## src/rtl/downhole_link_ctrl.sv

```systemverilog
// downhole_link_ctrl: serdes link bring-up (power-up, sync burst, head/tail handshake) and data path.
// Optional WAIT_HEAD give-up timer is enabled by defining WAIT_HEAD_TIMEOUT_EN.
module downhole_link_ctrl #(
  parameter int unsigned SYNC_CYCLES = 1024,
  parameter int unsigned HEAD_CNT    = 8,
  parameter logic [9:0]  HEAD_WORD   = 10'h0FA,
  parameter logic [9:0]  TAIL_WORD   = 10'h0F9,
  parameter logic [15:0] TIMEOUT     = 16'hFFFF
) (
  input  logic       Clk10MHz,
  input  logic       nRst,
  input  logic       DnSig_nLock,
  input  logic [9:0] DnSig_ROut,
  input  logic       TxDataEn,
  input  logic [9:0] TxData,
  output logic [9:0] UpSig_Din,
  output logic       UpSig_DEn,
  output logic       UpSig_nPWRDN,
  output logic       UpSig_Sync1,
  output logic       DlDataOutEn,
  output logic [9:0] DlDataOut,
  output logic       sync_success
);

  localparam int unsigned PWRUP_CYCLES = 16;
  localparam int unsigned TAIL_CYCLES  = 4;
  localparam int unsigned LOSS_CYCLES  = 8;
  localparam int unsigned CNT_MAX      = (SYNC_CYCLES > PWRUP_CYCLES) ? SYNC_CYCLES : PWRUP_CYCLES;
  localparam int unsigned CNT_W        = $clog2(CNT_MAX) + 1;
  localparam int unsigned HC_W         = $clog2(HEAD_CNT + 1);

  typedef enum logic [2:0] {
    IDLE, PWRUP, TXSYNC, WAIT_HEAD, SEND_TAIL, LINKED
  } state_e;

  state_e            state_q, state_d;
  logic [CNT_W-1:0]  cnt_q, cnt_d;
  logic [HC_W-1:0]   head_q, head_d;
  logic [2:0]        lock_q, lock_d;
`ifdef WAIT_HEAD_TIMEOUT_EN
  logic [15:0]       to_q, to_d;
`endif

  logic [9:0] din_q, din_d;
  logic       den_q, den_d;
  logic       pwr_q, pwr_d;
  logic       sync_q, sync_d;
  logic       dlen_q, dlen_d;
  logic [9:0] dl_q, dl_d;
  logic       succ_q, succ_d;

  logic head_hit, head_done;
  assign head_hit  = !DnSig_nLock && (DnSig_ROut == HEAD_WORD);
  assign head_done = head_hit && (head_q == HC_W'(HEAD_CNT - 1));

  always_comb begin
    state_d = state_q;
    cnt_d   = '0;
    head_d  = '0;
    lock_d  = '0;
`ifdef WAIT_HEAD_TIMEOUT_EN
    to_d    = '0;
`endif
    case (state_q)
      IDLE: state_d = PWRUP;
      PWRUP: begin
        if (cnt_q == CNT_W'(PWRUP_CYCLES - 1)) state_d = TXSYNC;
        else cnt_d = cnt_q + 1'b1;
      end
      TXSYNC: begin
        if (cnt_q == CNT_W'(SYNC_CYCLES - 1)) state_d = WAIT_HEAD;
        else cnt_d = cnt_q + 1'b1;
      end
      WAIT_HEAD: begin
        head_d = head_hit ? head_q + 1'b1 : '0;
        // A completed head run takes priority over a coincident timeout.
        if (head_done) state_d = SEND_TAIL;
`ifdef WAIT_HEAD_TIMEOUT_EN
        else if (to_q == TIMEOUT - 16'd1) state_d = TXSYNC;
        to_d = to_q + 16'd1;
`endif
      end
      SEND_TAIL: begin
        if (cnt_q == CNT_W'(TAIL_CYCLES - 1)) state_d = LINKED;
        else cnt_d = cnt_q + 1'b1;
      end
      LINKED: begin
        if (DnSig_nLock) begin
          if (lock_q == 3'(LOSS_CYCLES - 1)) state_d = TXSYNC;
          else lock_d = lock_q + 1'b1;
        end
      end
      default: state_d = IDLE;
    endcase

    // Outputs are registered from the next state so they change on the transition edge.
    din_d  = '0;
    den_d  = 1'b0;
    pwr_d  = 1'b0;
    sync_d = 1'b0;
    dlen_d = 1'b0;
    dl_d   = dl_q;
    succ_d = 1'b0;
    case (state_d)
      PWRUP: pwr_d = 1'b1;
      TXSYNC: begin
        pwr_d  = 1'b1;
        sync_d = 1'b1;
        den_d  = 1'b1;
      end
      WAIT_HEAD: begin
        pwr_d = 1'b1;
        den_d = 1'b1;
        din_d = HEAD_WORD;
      end
      SEND_TAIL: begin
        pwr_d = 1'b1;
        den_d = 1'b1;
        din_d = TAIL_WORD;
      end
      LINKED: begin
        pwr_d  = 1'b1;
        den_d  = 1'b1;
        din_d  = TxDataEn ? TxData : HEAD_WORD;
        dlen_d = 1'b1;
        dl_d   = DnSig_ROut;
        succ_d = 1'b1;
      end
      default: ;
    endcase
  end

  always_ff @(posedge Clk10MHz or negedge nRst) begin
    if (!nRst) begin
      state_q <= IDLE;
      cnt_q   <= '0;
      head_q  <= '0;
      lock_q  <= '0;
`ifdef WAIT_HEAD_TIMEOUT_EN
      to_q    <= '0;
`endif
      din_q   <= '0;
      den_q   <= 1'b0;
      pwr_q   <= 1'b0;
      sync_q  <= 1'b0;
      dlen_q  <= 1'b0;
      dl_q    <= '0;
      succ_q  <= 1'b0;
    end else begin
      state_q <= state_d;
      cnt_q   <= cnt_d;
      head_q  <= head_d;
      lock_q  <= lock_d;
`ifdef WAIT_HEAD_TIMEOUT_EN
      to_q    <= to_d;
`endif
      din_q   <= din_d;
      den_q   <= den_d;
      pwr_q   <= pwr_d;
      sync_q  <= sync_d;
      dlen_q  <= dlen_d;
      dl_q    <= dl_d;
      succ_q  <= succ_d;
    end
  end

  assign UpSig_Din    = din_q;
  assign UpSig_DEn    = den_q;
  assign UpSig_nPWRDN = pwr_q;
  assign UpSig_Sync1  = sync_q;
  assign DlDataOutEn  = dlen_q;
  assign DlDataOut    = dl_q;
  assign sync_success = succ_q;

endmodule

```

## config.mk

```make
export PLATFORM = sky130hd
export DESIGN_NAME = downhole_link_ctrl
export DESIGN_NICKNAME = d
export VERILOG_FILES = /design/src/rtl/downhole_link_ctrl.sv
export SDC_FILE = /design/constraint.sdc
export NUM_CORES = 1
export LEC_CHECK = 0
export CORE_MARGIN = 2
export CORE_UTILIZATION = 53
export DETAILED_ROUTE_END_ITERATION = 10
export PLACE_DENSITY = 0.83
export SYNTH_ARGS = -nofsm -noshare
export SYNTH_HDL_FRONTEND = slang
export SYNTH_SLANG_ARGS = --single-unit
```

## constraint.sdc

```tcl
create_clock -name Clk10MHz -period 3.9 [get_ports Clk10MHz]
set_input_delay 0.78 -clock Clk10MHz [delete_from_list [all_inputs] [get_ports Clk10MHz]]
set_output_delay 0.78 -clock Clk10MHz [all_outputs]
set_load 0.02 [all_outputs]
```

# Yosys cells after proc, flatten, opt, wreduce, memory -nomap -nowiden

Index checks and enable logic that the tools add are counted.

Order comparisons: 0
Add/sub/neg operators: 3
Reduce and logical (&&, ||, !) cells: 6
Bitwise operators: 0
Eq/ne operators: 16
Shift-type cells: 0
Divide/modulo/power cells: 0
Multipliers: 0
Muxes and demuxes: 22

Operators by type and width:

| operator              | number |
|---|---|
| $mux 11               | 3 |
| $pmux 11 s3           | 1 |
| $pmux 10 s3           | 1 |
| $mux 3                | 9 |
| $pmux 3 s6            | 1 |
| $eq 3x3->1 const B    | 5 |
| $eq 3x2->1 const B    | 4 |
| $add 11x1->11 const B | 1 |
| $eq 11x10->1 const B  | 1 |
| $eq 11x2->1 const B   | 1 |
| $eq 11x4->1 const B   | 1 |
| $eq 10x8->1 const B   | 1 |
| $mux 10               | 1 |
| $mux 4                | 2 |
| $eq 3x1->1 const B    | 2 |
| $reduce_or 5->1       | 1 |
| $add 4x1->4 const B   | 1 |
| $eq 4x3->1 const B    | 1 |
| $mux 1                | 4 |
| $reduce_or 4->1       | 1 |
| $add 3x1->3 const B   | 1 |
| $logic_not 3->1       | 1 |
| $logic_and 1x1->1     | 2 |
| $logic_not 1->1       | 1 |

RAM bits: 0
Memory bits (read-only): 0
Memories: 0
Bits in registers: 45
Bits of input ports: 24
Latch bits: 0
Word-level logic and storage cells: 57

# Logic depth before layout (Yosys ltp)

Depth after elaboration: 8
Depth in mapped cells: 7
Depth with buffers taken out: 6

# Worst setup path after synthesis

OpenSTA, ideal clock, no wires.

Path kind: input to register
Start: input port DnSig_nLock
End: register state_q[0]
Buffers on the path: 0
Stages on the path: 4
Setup slack: 1600 ps
Arrival: 2169 ps
Cells stage by stage: or3b_1 -> or4_4 -> a2bb2oi_4 -> or3b_1

Word-level cells in the longest chain between the ends: 5
Elaborated cells on any way between the ends: 6
Those cells by class: 3 x mux; 3 x reduce/logical

Ends and longest elaborated chain:

| element                | RTL line | RTL |
|---|---|---|
| start: declaration     | 12       | `input logic DnSig_nLock,` |
| $logic_not 1->1        | 53       | `assign head_hit = !DnSig_nLock && (DnSig_ROut == HEAD_WORD);` |
| $logic_and 1x1->1      | 53       |  |
| $logic_and 1x1->1      | 54       | `assign head_done = head_hit && (head_q == HC_W'(HEAD_CNT - 1));` |
| $mux 3                 | 77       | `if (head_done) state_d = SEND_TAIL;` |
| $pmux 3 s6 (*)         | 64       | `case (state_q)` |
| net state_d[0]         | 36       | `state_e state_q, state_d;` |
| end signal: assignment | 150      | `state_q <= state_d;` |
| end: declaration       | 36       |  |

The timed path passes the listed nets; every way through them passes the cells marked *.
A chain may end at the register's enable or synchronous reset.

# Worst setup path after layout

Start: input port DnSig_ROut[1]
End: register state_q[0]

Word-level cells in the longest chain between the ends: 5

Ends and longest elaborated chain:

| element            | RTL line | RTL |
|---|---|---|
| start: declaration | 13       | `input logic [9:0] DnSig_ROut,` |
| $eq 10x8->1        | 53       |  |
| $logic_and 1x1->1  | 53       |  |
| $logic_and 1x1->1  | 54       |  |
| $mux 3             | 77       |  |
| $pmux 3 s6         | 64       |  |
| net state_d[0]     | 36       |  |

The timed path passes the listed nets, and every way through them passes these cells.

==> flow_summary.yaml <==
yosys:
  ys_seq_area_share_pct: 54.84
  syn-num-nets: 200
  synth-seq-cells: 45
  synthFlopType: "dfrtp_1"
  ys_types: 46
  syn_area_mm2: 0.002053
  synth_top_area_cell: "dfrtp_1"
  synthTopCellsByCount: "45 x dfrtp_1, 11 x a21oi_1, 10 x mux2_2, 10 x nand2_1"
  yosys_warnings: 0
  avgSynthCellArea_um2: 11.94
  synth_top_area_share_pct: 54.84
  synth_edf_count: 0
  synth.area.top_cells: "dfrtp_1 55%, mux2_2 5.5%, xor2_1 3.0%"
  syn_inst: 172
  async_reset_ff_share_pct: 100.0
  yosysMostFrequentCell: "dfrtp_1"
place:
  dpl-instance-area_mm2: 0.002559
  gp_congestion: 0.8008
  pre_cts_ws_ns: 1.055
  place_hpwl_um: 3307
  port_buffers: 48
finish:
  multi_input_area_um2: 889.6
  regArea_mm2: 0.001126
  nFillCells: 275
  drive_gt1_share_pct: 11.71
  area_growth_pct: 30.29
  finalInstanceArea_mm2: 0.002675
  insertedDiodeCount: 0
  nets: 249
die:
  fp.dieH_um: 66.24
  pin_count: 49
  die_x_um: 66.24
  coreArea_mm2: 0.003689
  start_util_pct: 55.66
  fp-row-count: 22
  die_area_mm2: 0.004388
grt:
  grt.overflow.total: 0
  grt_pass1_wl_um: 7548
  antenna_found_initial: 0
  grt_pass1_vias: 1626
  grt_max_degree: 46
  grt.total_usage_pct: 22.98
cts:
  postCtsSetupBuffers: 0
  insertion_delay_ns: 0.30
  cts.sinks: 45
  cts_resized: 0
  cts_buffers: 5
  path_clk_slew_ns: 0.08
  clock-root-buffer: "clkbuf_8"
  cts_max_path_buffers: 2
  cts_tree: "yes"
  htreeDepth: 2
  holdBufCountCts: 0
setup_path:
  max_stage_delay_ns: 0.51
  critPathLaunch: "DnSig_ROut[1]"
  critPathLaunchType: "input port"
  worst-path-max-fanout: 8
  crit_family: "simple AND/OR/NAND/NOR gates"
  cpMaxStageDelayCell: "or4_4"
  r2r-start: "cnt_q[0]"
  crit_type: "in2reg"
  end_kind: "register"
  reg2reg_slack_ns: 1.41
  cp_num_buf_inv: 1
  crit_top_cell: "or3b_1"
  arrival_ns: 2.72
  path_cells: "clkdlybuf4s50_1 > or3b_1 > or4_4 > a2bb2oi_4 > or3b_1"
  required_ns: 4.08
sta:
  period_share_pct: 65.20
  fin_hold_ws_ns: 0.4415
  slew_viol_final: 0
  rsz0062_at_grt: "no"
  max_freq_mhz: 393.2
  setup_viol: 0
  period_needed_ns: 2.543
  fin_skew_ns: 0.006651
  tns_ns: 0
  worstMarginPinSlew_ns: 0.9622
  hold_viol: 0
  setup_ws_ns: 1.357
  slew_headroom_pct: 35.85
routing:
  wl_um: 4443
  drt_iter0_markers: 124
  antenna_left: 0
  vias: 1543
  vias_per_cell: 5.715
  wl_per_cell_um: 16.46
  firstDrtPassIters: 4
  drc_errors: 0
status:
  status: "finished, final reports clean"
hold_path:
  min_from: "lock_q[0]"
  min_path_type: "reg2reg"
pwr:
  leakagePower_nw: 1.182
  p_per_area_mw_per_mm2: 511.5
  ir_worst_vdd_mv: 0.3562
flow_run:
  cap_violations: 0
[final cells by class]
| cell class | count | share of cell area [%] |
|---|---|---|
| Multi-Input combinational cell | 119 | 33.26 |
| Tap cell | 48 | 2.245 |
| Inverter | 2 | 0.2806 |
| Timing Repair Buffer | 48 | 17.77 |
| Clock inverter | 1 | 1.123 |
| Sequential cell | 45 | 42.10 |
| Clock buffer | 7 | 3.227 |
[sequential cells by signal, summed over array words and instances (netlist names)]
signal,count
UpSig_Din,10
UpSig_Sync1,1
sync_success,1
state_q,3
UpSig_nPWRDN,1
lock_q,3
cnt_q,11
UpSig_DEn,1
head_q,4
DlDataOut,10
[layout by cell type (no fill, tap or decap), types with 3 or more instances in the layout]
master           Yosys  routed
nor2b_1              4       4
xnor2_1              4       4
o21ai_0              7       7
nor4b_1              5       5
nand2_1             10      10
clkbuf_8             0       6
dfrtp_1             45      45
and3_1               5       5
ha_1                 4       4
a21oi_1             11      11
xor2_1               7       7
clkdlybuf4s50_1      0      47
nand3_1              5       5
nand4_1              3       3
nor2_1               6       6
mux2_2              10      10
and2_1               3       3
[report_power, final]
| part | switching, mW | total [mW] | internal [mW] |
|---|---|---|---|
| Combinational | 0.213 | 0.403 | 0.190 |
| Sequential | 0.0685 | 0.604 | 0.536 |
| Clock | 0.152 | 0.361 | 0.209 |
[final timing paths]
check	end	cells past startpoint
min in group asynchronous	cnt_q[4]	1
hold / removal	lock_q[0]	1
setup reg to reg	DlDataOut[7]	5
max in group asynchronous	UpSig_Din[8]	1
hold reg to reg	lock_q[0]	1
setup / recovery	state_q[0]	5
[logic make-up (layout without fill, tap and decap cells)]
group / after synthesis / after routing / synth area share [%]
adders and majority gates: 4 / 4 / 2.438
buffers and inverters: 8 / 58 / 1.828
and+or+nand+nor: 62 / 62 / 19.80
DFF: 45 / 45 / 54.84
muxes: 10 / 10 / 5.485
AOI/OAI and AO/OA: 32 / 32 / 10.91
xor gates and xnor gates: 11 / 11 / 4.692
[metrics by stage]
step / util (%) / instances / total power [mW]
2_1_floorplan: - / 172 / 0.8393
3_3_place_gp: 69.37 / 262 / 0.9922
3_5_place_dp: 69.37 / 262 / 1.014
4_1_cts: 72.52 / 270 / 1.370
5_1_grt: 72.52 / 270 / 1.443
6_report: 72.52 / 270 / 1.368
[metal layers]
layer | vias to the layer above | track usage (%) | wire (um)
li1 | 728 | - | -
met1 | 751 | 28.33 | 1817
met2 | 58 | 38.88 | 2229
met3 | 6 | 7.666 | 335
met4 | 0 | 5.612 | 60
met5 | - | 0 | 0
(Power assumes the default switching activity.)
